--- config.mk ---
export PLATFORM = sky130hd
export DESIGN_NAME = down_timer_8bit
export DESIGN_NICKNAME = d
export VERILOG_FILES = /design/src/rtl/down_timer_8bit.sv
export SDC_FILE = /design/constraint.sdc
export NUM_CORES = 1
export LEC_CHECK = 0
export ABC_CLOCK_PERIOD_IN_PS = 2200
export BUFFER_PORTS_ARGS = -buffer_cell sky130_fd_sc_hd__buf_4
export CORE_ASPECT_RATIO = 2
export CORE_MARGIN = 8
export CORE_UTILIZATION = 39
export DETAILED_ROUTE_END_ITERATION = 8
export GPL_TIMING_DRIVEN = 0
export PLACE_DENSITY = 0.71
export SLEW_MARGIN = 10
export SYNTH_ARGS = -nofsm -noshare
export SYNTH_HDL_FRONTEND = slang
export SYNTH_SLANG_ARGS = --single-unit
--- constraint.sdc ---
create_clock -name clk -period 2.2 [get_ports clk]
set_input_delay 0.44 -clock clk [delete_from_list [all_inputs] [get_ports clk]]
set_output_delay 0.44 -clock clk [all_outputs]
set_load 0.01 [all_outputs]
--- src/rtl/down_timer_8bit.sv ---
// rtl/down_timer_8bit.sv - 8-bit loadable prescaled down-counter/timer with one-shot or auto-reload
// Drives two active-low 7-segment digits from the live count.
module down_timer_8bit #(
   parameter int         PRESCALE    = 1,
   parameter logic [7:0] RESET_VALUE = 8'h00
) (
   input  logic       clk,
   input  logic       clear,
   input  logic       load,
   input  logic [7:0] load_val,
   input  logic       start,
   input  logic       stop,
   input  logic       auto_reload,
   output logic [7:0] count,
   output logic       busy,
   output logic       expired,
   output logic       tc,
   output logic [6:0] hex_lo,
   output logic [6:0] hex_hi
);

   typedef enum logic [1:0] {
      S_IDLE = 2'd0,
      S_RUN  = 2'd1,
      S_DONE = 2'd2
   } state_e;

   // PRESCALE = 256 maps to a terminal prescaler value of 8'hFF.
   localparam logic [7:0] PS_MAX = 8'(PRESCALE - 1);

   state_e     state_q, state_d;
   logic [7:0] count_q, count_d;
   logic [7:0] reload_q, reload_d;
   logic [7:0] psc_q, psc_d;
   logic       tc_q, tc_d;

   logic tick;
   logic terminal;

   assign tick     = (psc_q == PS_MAX);
   assign terminal = (count_q <= 8'd1);

   function automatic logic [6:0] seg7(input logic [3:0] n);
      logic [6:0] s;
      case (n)
         4'h0: s = 7'b1000000;
         4'h1: s = 7'b1111001;
         4'h2: s = 7'b0100100;
         4'h3: s = 7'b0110000;
         4'h4: s = 7'b0011001;
         4'h5: s = 7'b0010010;
         4'h6: s = 7'b0000010;
         4'h7: s = 7'b1111000;
         4'h8: s = 7'b0000000;
         4'h9: s = 7'b0010000;
         4'hA: s = 7'b0001000;
         4'hB: s = 7'b0000011;
         4'hC: s = 7'b1000110;
         4'hD: s = 7'b0100001;
         4'hE: s = 7'b0000110;
         default: s = 7'b0001110;
      endcase
      return s;
   endfunction

   always_ff @(posedge clk or negedge clear) begin
      if (!clear) begin
         state_q  <= S_IDLE;
         count_q  <= RESET_VALUE;
         reload_q <= RESET_VALUE;
         psc_q    <= 8'd0;
         tc_q     <= 1'b0;
      end else begin
         state_q  <= state_d;
         count_q  <= count_d;
         reload_q <= reload_d;
         psc_q    <= psc_d;
         tc_q     <= tc_d;
      end
   end

   // Priority each cycle: load, then stop, then start.
   always_comb begin
      state_d = state_q;
      if (load) begin
         state_d = S_IDLE;
      end else begin
         case (state_q)
            S_IDLE: if (!stop && start && count_q != 8'd0) state_d = S_RUN;
            S_RUN: begin
               if (stop)                                state_d = S_IDLE;
               else if (tick && terminal && !auto_reload) state_d = S_DONE;
            end
            S_DONE: if (!stop && start && reload_q != 8'd0) state_d = S_RUN;
            default: state_d = S_IDLE;
         endcase
      end
   end

   // Pausing holds the prescaler, so resuming continues mid-interval.
   always_comb begin
      count_d  = count_q;
      reload_d = reload_q;
      psc_d    = psc_q;
      tc_d     = 1'b0;
      if (load) begin
         count_d  = load_val;
         reload_d = load_val;
         psc_d    = 8'd0;
      end else begin
         case (state_q)
            S_RUN: begin
               if (!stop) begin
                  psc_d = tick ? 8'd0 : psc_q + 8'd1;
                  if (tick) begin
                     if (!terminal) begin
                        count_d = count_q - 8'd1;
                     end else begin
                        tc_d    = 1'b1;
                        count_d = auto_reload ? reload_q : 8'd0;
                     end
                  end
               end
            end
            S_DONE: begin
               if (!stop && start && reload_q != 8'd0) begin
                  count_d = reload_q;
                  psc_d   = 8'd0;
               end
            end
            default: ;
         endcase
      end
   end

   always_comb begin
      count   = count_q;
      busy    = (state_q == S_RUN);
      expired = (state_q == S_DONE);
      tc      = tc_q;
      hex_lo  = seg7(count_q[3:0]);
      hex_hi  = seg7(count_q[7:4]);
   end

endmodule

---- After elaboration in Yosys (flattened, before gate mapping) ----
Memories as Yosys holds them, arrays and structs flattened.
Index checks and enable logic that the tools add are counted.
Widths: inputs -> output; s select.
storage, ports and cells
  register bits ........................... 27
  memory bits (read-only) ................. 224
  input bits .............................. 14
  output and inout port bits .............. 25
  logic and storage cells ................. 55
  memories ................................ 2
cells by class
  add/subtract/negate cells ............... 2
  order comparisons ....................... 1
  eq/ne operators ......................... 7
  multiplexer cells ....................... 23
  reduce and logical (&&, ||, !) cells .... 15
memories
  name             depth  width  read ports  clocked after memory_dff  wr ports  line  source
  (no name shown)  16     7      1           0                         0         45    case (n)
  (no name shown)  16     7      1           0                         0         45
operator list
  cell                 number
  $mux 8               10
  $pmux 8 s2           2
  $reduce_bool 8->1    2
  $mux 2               5
  $add 8x1->8 const B  1
  $le 8x1->1 const B   1
  $logic_not 8->1      1
  $sub 8x1->8 const B  1
  $ne 3x2->1 const B   2
  $ne 3x3->1 const B   2
  $pmux 2 s3           1
  $reduce_and 3->1     2
  $logic_and 1x1->1    5
  $mux 1               5
  $ne 4x3->1 const B   1
  $reduce_and 4->1     1
  $reduce_bool 3->1    1
  $eq 2x1->1 const B   1
  $eq 2x2->1 const B   1
  $logic_not 1->1      2
  $logic_not 2->1      1

---- Logic depth before layout (Yosys ltp) ----
  depth in word-level cells ............... 7
  gate-level depth with buffers ........... 8
  mapped depth without buffers ............ 7

---- Worst setup path before layout ----
No wires, ideal clock.
  kind .................................... register -> register
  from .................................... register count_q[0] (netlist: count[0])
  to ...................................... register count_q[5] (netlist: count[5])
  library setup time ...................... 130 ps
  arrival time ............................ 2175 ps
  data required time ...................... 2070 ps
  setup slack ............................. -105 ps
  stages on the path, launching flop included .. 8
  path buffers ............................ 0
  clock period less this slack ............ 2305 ps
  cells stage by stage .................... dfrtp_1 -> inv_1 -> ha_1 -> or3b_4 -> a2111oi_4 -> nor4_2 -> a222oi_1 -> o22ai_1
between the ends
  longest elaborated chain between the ends .. 6
  elaborated cells on any way between the ends .. 7
  those cells by class .................... add/sub: 1; order compare: 1; mux: 5
RTL lines
  item                                              line     source
  from (decl)                                       32       logic [7:0] count_q, count_d;
  from (signal assigned)                            75       count_q <= count_d;
  $sub 8x1->8 / $le 8x1->1 (equally long branches)  117, 41
  $mux 8 *                                          116      if (!terminal) begin
  $mux 8 *                                          115      if (tick) begin
  $mux 8 *                                          113      if (!stop) begin
  $pmux 8 s2 *                                      111      case (state_q)
  $mux 8 *                                          106      if (load) begin
Mark *: on every way between the ends. The rest lies on a longest branch, timed or not. The select of a mux whose other input is x is not followed.
A chain may end at the register's enable or synchronous reset.

---- Final worst setup path ----
  from .................................... register count_q[0] (netlist: count[0])
  to ...................................... output port hex_lo[3]
between the ends
  longest elaborated chain between the ends .. 1
RTL lines
  item          line  source
  $mem_v2 16x7  -
  to (decl)     18    output logic [6:0] hex_lo,
No other way between the ends.

==> run metrics <==
status finished clean; Fin Hold WS 0.0564 ns; synthesized area 2050 µm²; htree depth 1; cell chain of the critical path inv_4, buf_4, buf_4, ha_4, mux4_2, buf_6; Placement Rows 37; DR iter-0 viols 76; area of the multi-input gates 1360 µm²; leak pwr 1.17 nW; power per cell area 692 nW/µm²; Hold Vio Cnt, Final 0; worst slew pin tran 0.582 ns; kind of critical path reg -> out; All-Layer GR Usage 14.5%; GRT Residual Overflow 0; CTS max path bufs 2; largest net degree at the start of global routing 28; initial core utilization 40.3%; reg2reg setup slack 0.04 ns; post-layout min period 2.19 ns; Setup Skew 0.0116 ns; number of fill cells 492; gpl congestion 0.791; R2R Path Start count[0]; die area 7990 µm²; max_slew headroom 60.9%; Place WS -0.334 ns; final WL 5740 µm; HP Class in -> async; routed length per instance 17.2 µm; share of layout cells above drive strength 1 33.0%; Synth async-reset ratio 100%; Die Wd 67.3 µm; Area contributors post-synth dfrtp_1, ha_1, mux2_2; TritonRoute pass-1 iters 7; detailed-route via count 1932; CTS Buf Count 3; Crit path required time 1.76 ns; RSZ-0062 raised after global routing true; initial antenna violation count 0; CP max stage cell mux4_2; Synth top cells by count dfrtp_1, nor2_1, o21ai_0; area growth from synthesis to final layout 28.9%; highest clock rate 457 MHz; syn_area_per_cell 9.25 µm²; Worst Path Arrival 1.75 ns; number of global-route vias before repair 1997; Pwr Total 0.00183 W; Most common cell on crit path buf_4; Worst Reg-to-Reg Cells 8; core area 5090 µm²; first-pass GRT wire length 9390 µm; Setup TNS 0 ns; clk_lat worst skew 0.28 ns; Worst setup SP type flop; Gate Count Post-Synth 222; Clock transition at path regs 0.10 ns; share of the synthesized area in the top cell type 32.9%; CTS sink cnt 27; drc violations 0; Die Height 119 µm; n_diodes 0; crit path capture type output port; Net Count, Synth 251; FF-to-FF End count[5]; most common cell in the netlist dfrtp_1; hold_buf cts 0; maximum VDD drop 0.441 mV; CP max FO 3; CTS root buffer clkbuf_8; HPWL after detailed placement 4250 µm; Post-synth EDFFs 0; Final setup viols 0; Register Area 681 µm²; NumNets Final 306; Primary FF master, synth dfrtp_1; Detail Route Antenna Nets 0; FF+latch count, synth 27; Seq/Total Area, Yosys 32.9%; Ys Warns 0; Final Max Slew Viols 0; worst setup margin 0.0104 ns; Yosys cell types 48; port bufs 37; CP max stage delay 0.46 ns; cell taking the most area after synthesis dfrtp_1; CTS tree done; Ports 39; Max-Cap Viols 0; Via-to-Cell Ratio 5.78; crit share post-route 99.5%
## cell families (layout without fill, tap and decap cells)
logic type | count (synthesis) | after routing | share of synthesized area, %
AO/OA/AOI/OAI | 62 | 62 | 22.7
AND/OR/NAND/NOR | 72 | 73 | 18.6
flip-flops | 27 | 27 | 32.9
buffers and inverters | 26 | 79 | 5.30
XOR/XNOR | 2 | 2 | 0.853
adder cells (fa/ha/maj) | 15 | 15 | 9.14
multiplexers | 18 | 18 | 10.5
## metal layers
metal / wire length (µm) / vias to the layer above / track usage [%]
li1: - / 947 / -
met1: 2130 / 918 / 14.8
met2: 3250 / 56 / 27.5
met3: 229 / 11 / 2.18
met4: 123 / 0 / 5.53
met5: 0 / - / 0
## flip-flops by register name (all words and copies together) (netlist names)
register and cells:
count 8, psc_q 8, reload_q 8, state_q 2, tc 1
## power breakdown
| part | internal, W | total, W | switching, W |
|---|---|---|---|
| sequential | 0.000545 | 0.000587 | 0.0000418 |
| clock | 0.000127 | 0.000288 | 0.000161 |
| combinational | 0.000461 | 0.000958 | 0.000498 |
## per-stage QoR
step           instance area, µm²  cells  utilization (%)
3_3_place_gp                 2410    317             47.3
5_1_grt                      2650    334             52.0
6_report                     2650    334             52.0
3_5_place_dp                 2410    317             47.3
2_1_floorplan                2060    222                -
4_1_cts                      2580    332             50.8
## layout make-up
class	instances	share of cell area [%]
plain buffers	12	2.41
inverters	14	2.08
multi-input cells	170	51.3
repair buffers	49	14.0
clock buffers	3	1.56
well taps	58	2.74
clock inverters	1	0.189
flip-flops and latches	27	25.7
## worst max-delay path by stage
stage | startpoint | end | slack (ns) | depth (start not counted)
global route | count[0] | count[5] | -0.09 | 8
floorplan | count[1] | count[5] | 0.02 | 7
finish | count[0] | hex_lo[3] | 0.01 | 6
global placement | count[4] | count[6] | -0.26 | 6
detailed placement | count[4] | count[6] | -0.33 | 6
CTS | count[1] | count[4] | -0.01 | 8
## worst max-delay path: cells and delay by family (launching register included)
kind / cells / cell delay [ns]
adders and majority gates: 1 / 0.15
buffers and inverters: 4 / 0.47
DFF: 1 / 0.40
muxes: 1 / 0.46
## repair_timing
| item | 4_1_cts | 5_1_grt |
|---|---|---|
| buffers inserted | 10 | 2 |
| cloned | 1 | 0 |
| pin swaps | 5 | 10 |
| hold endpoints to repair | 0 | 0 |
| resized for setup | 13 | 14 |
| setup endpoints to repair | 18 | 15 |
## placed cells by master (no fill, tap or decap), types with 3 or more instances in the layout
cell / instances
nor2_1: 18
mux2i_1: 8
o21ai_0: 16
nand2b_1: 4
ha_4: 3
nand3_1: 8
nand2_1: 14
inv_1: 12
nor2b_1: 5
clkbuf_1: 3
a222oi_1: 7
ha_1: 10
buf_4: 48
o31ai_1: 5
clkbuf_8: 3
buf_2: 3
or3_1: 3
dfrtp_2: 4
nor3_1: 3
mux2_2: 8
dfrtp_1: 23
clkbuf_2: 3
a21oi_1: 12
No activity file was read; power rests on OpenSTA's default activity.
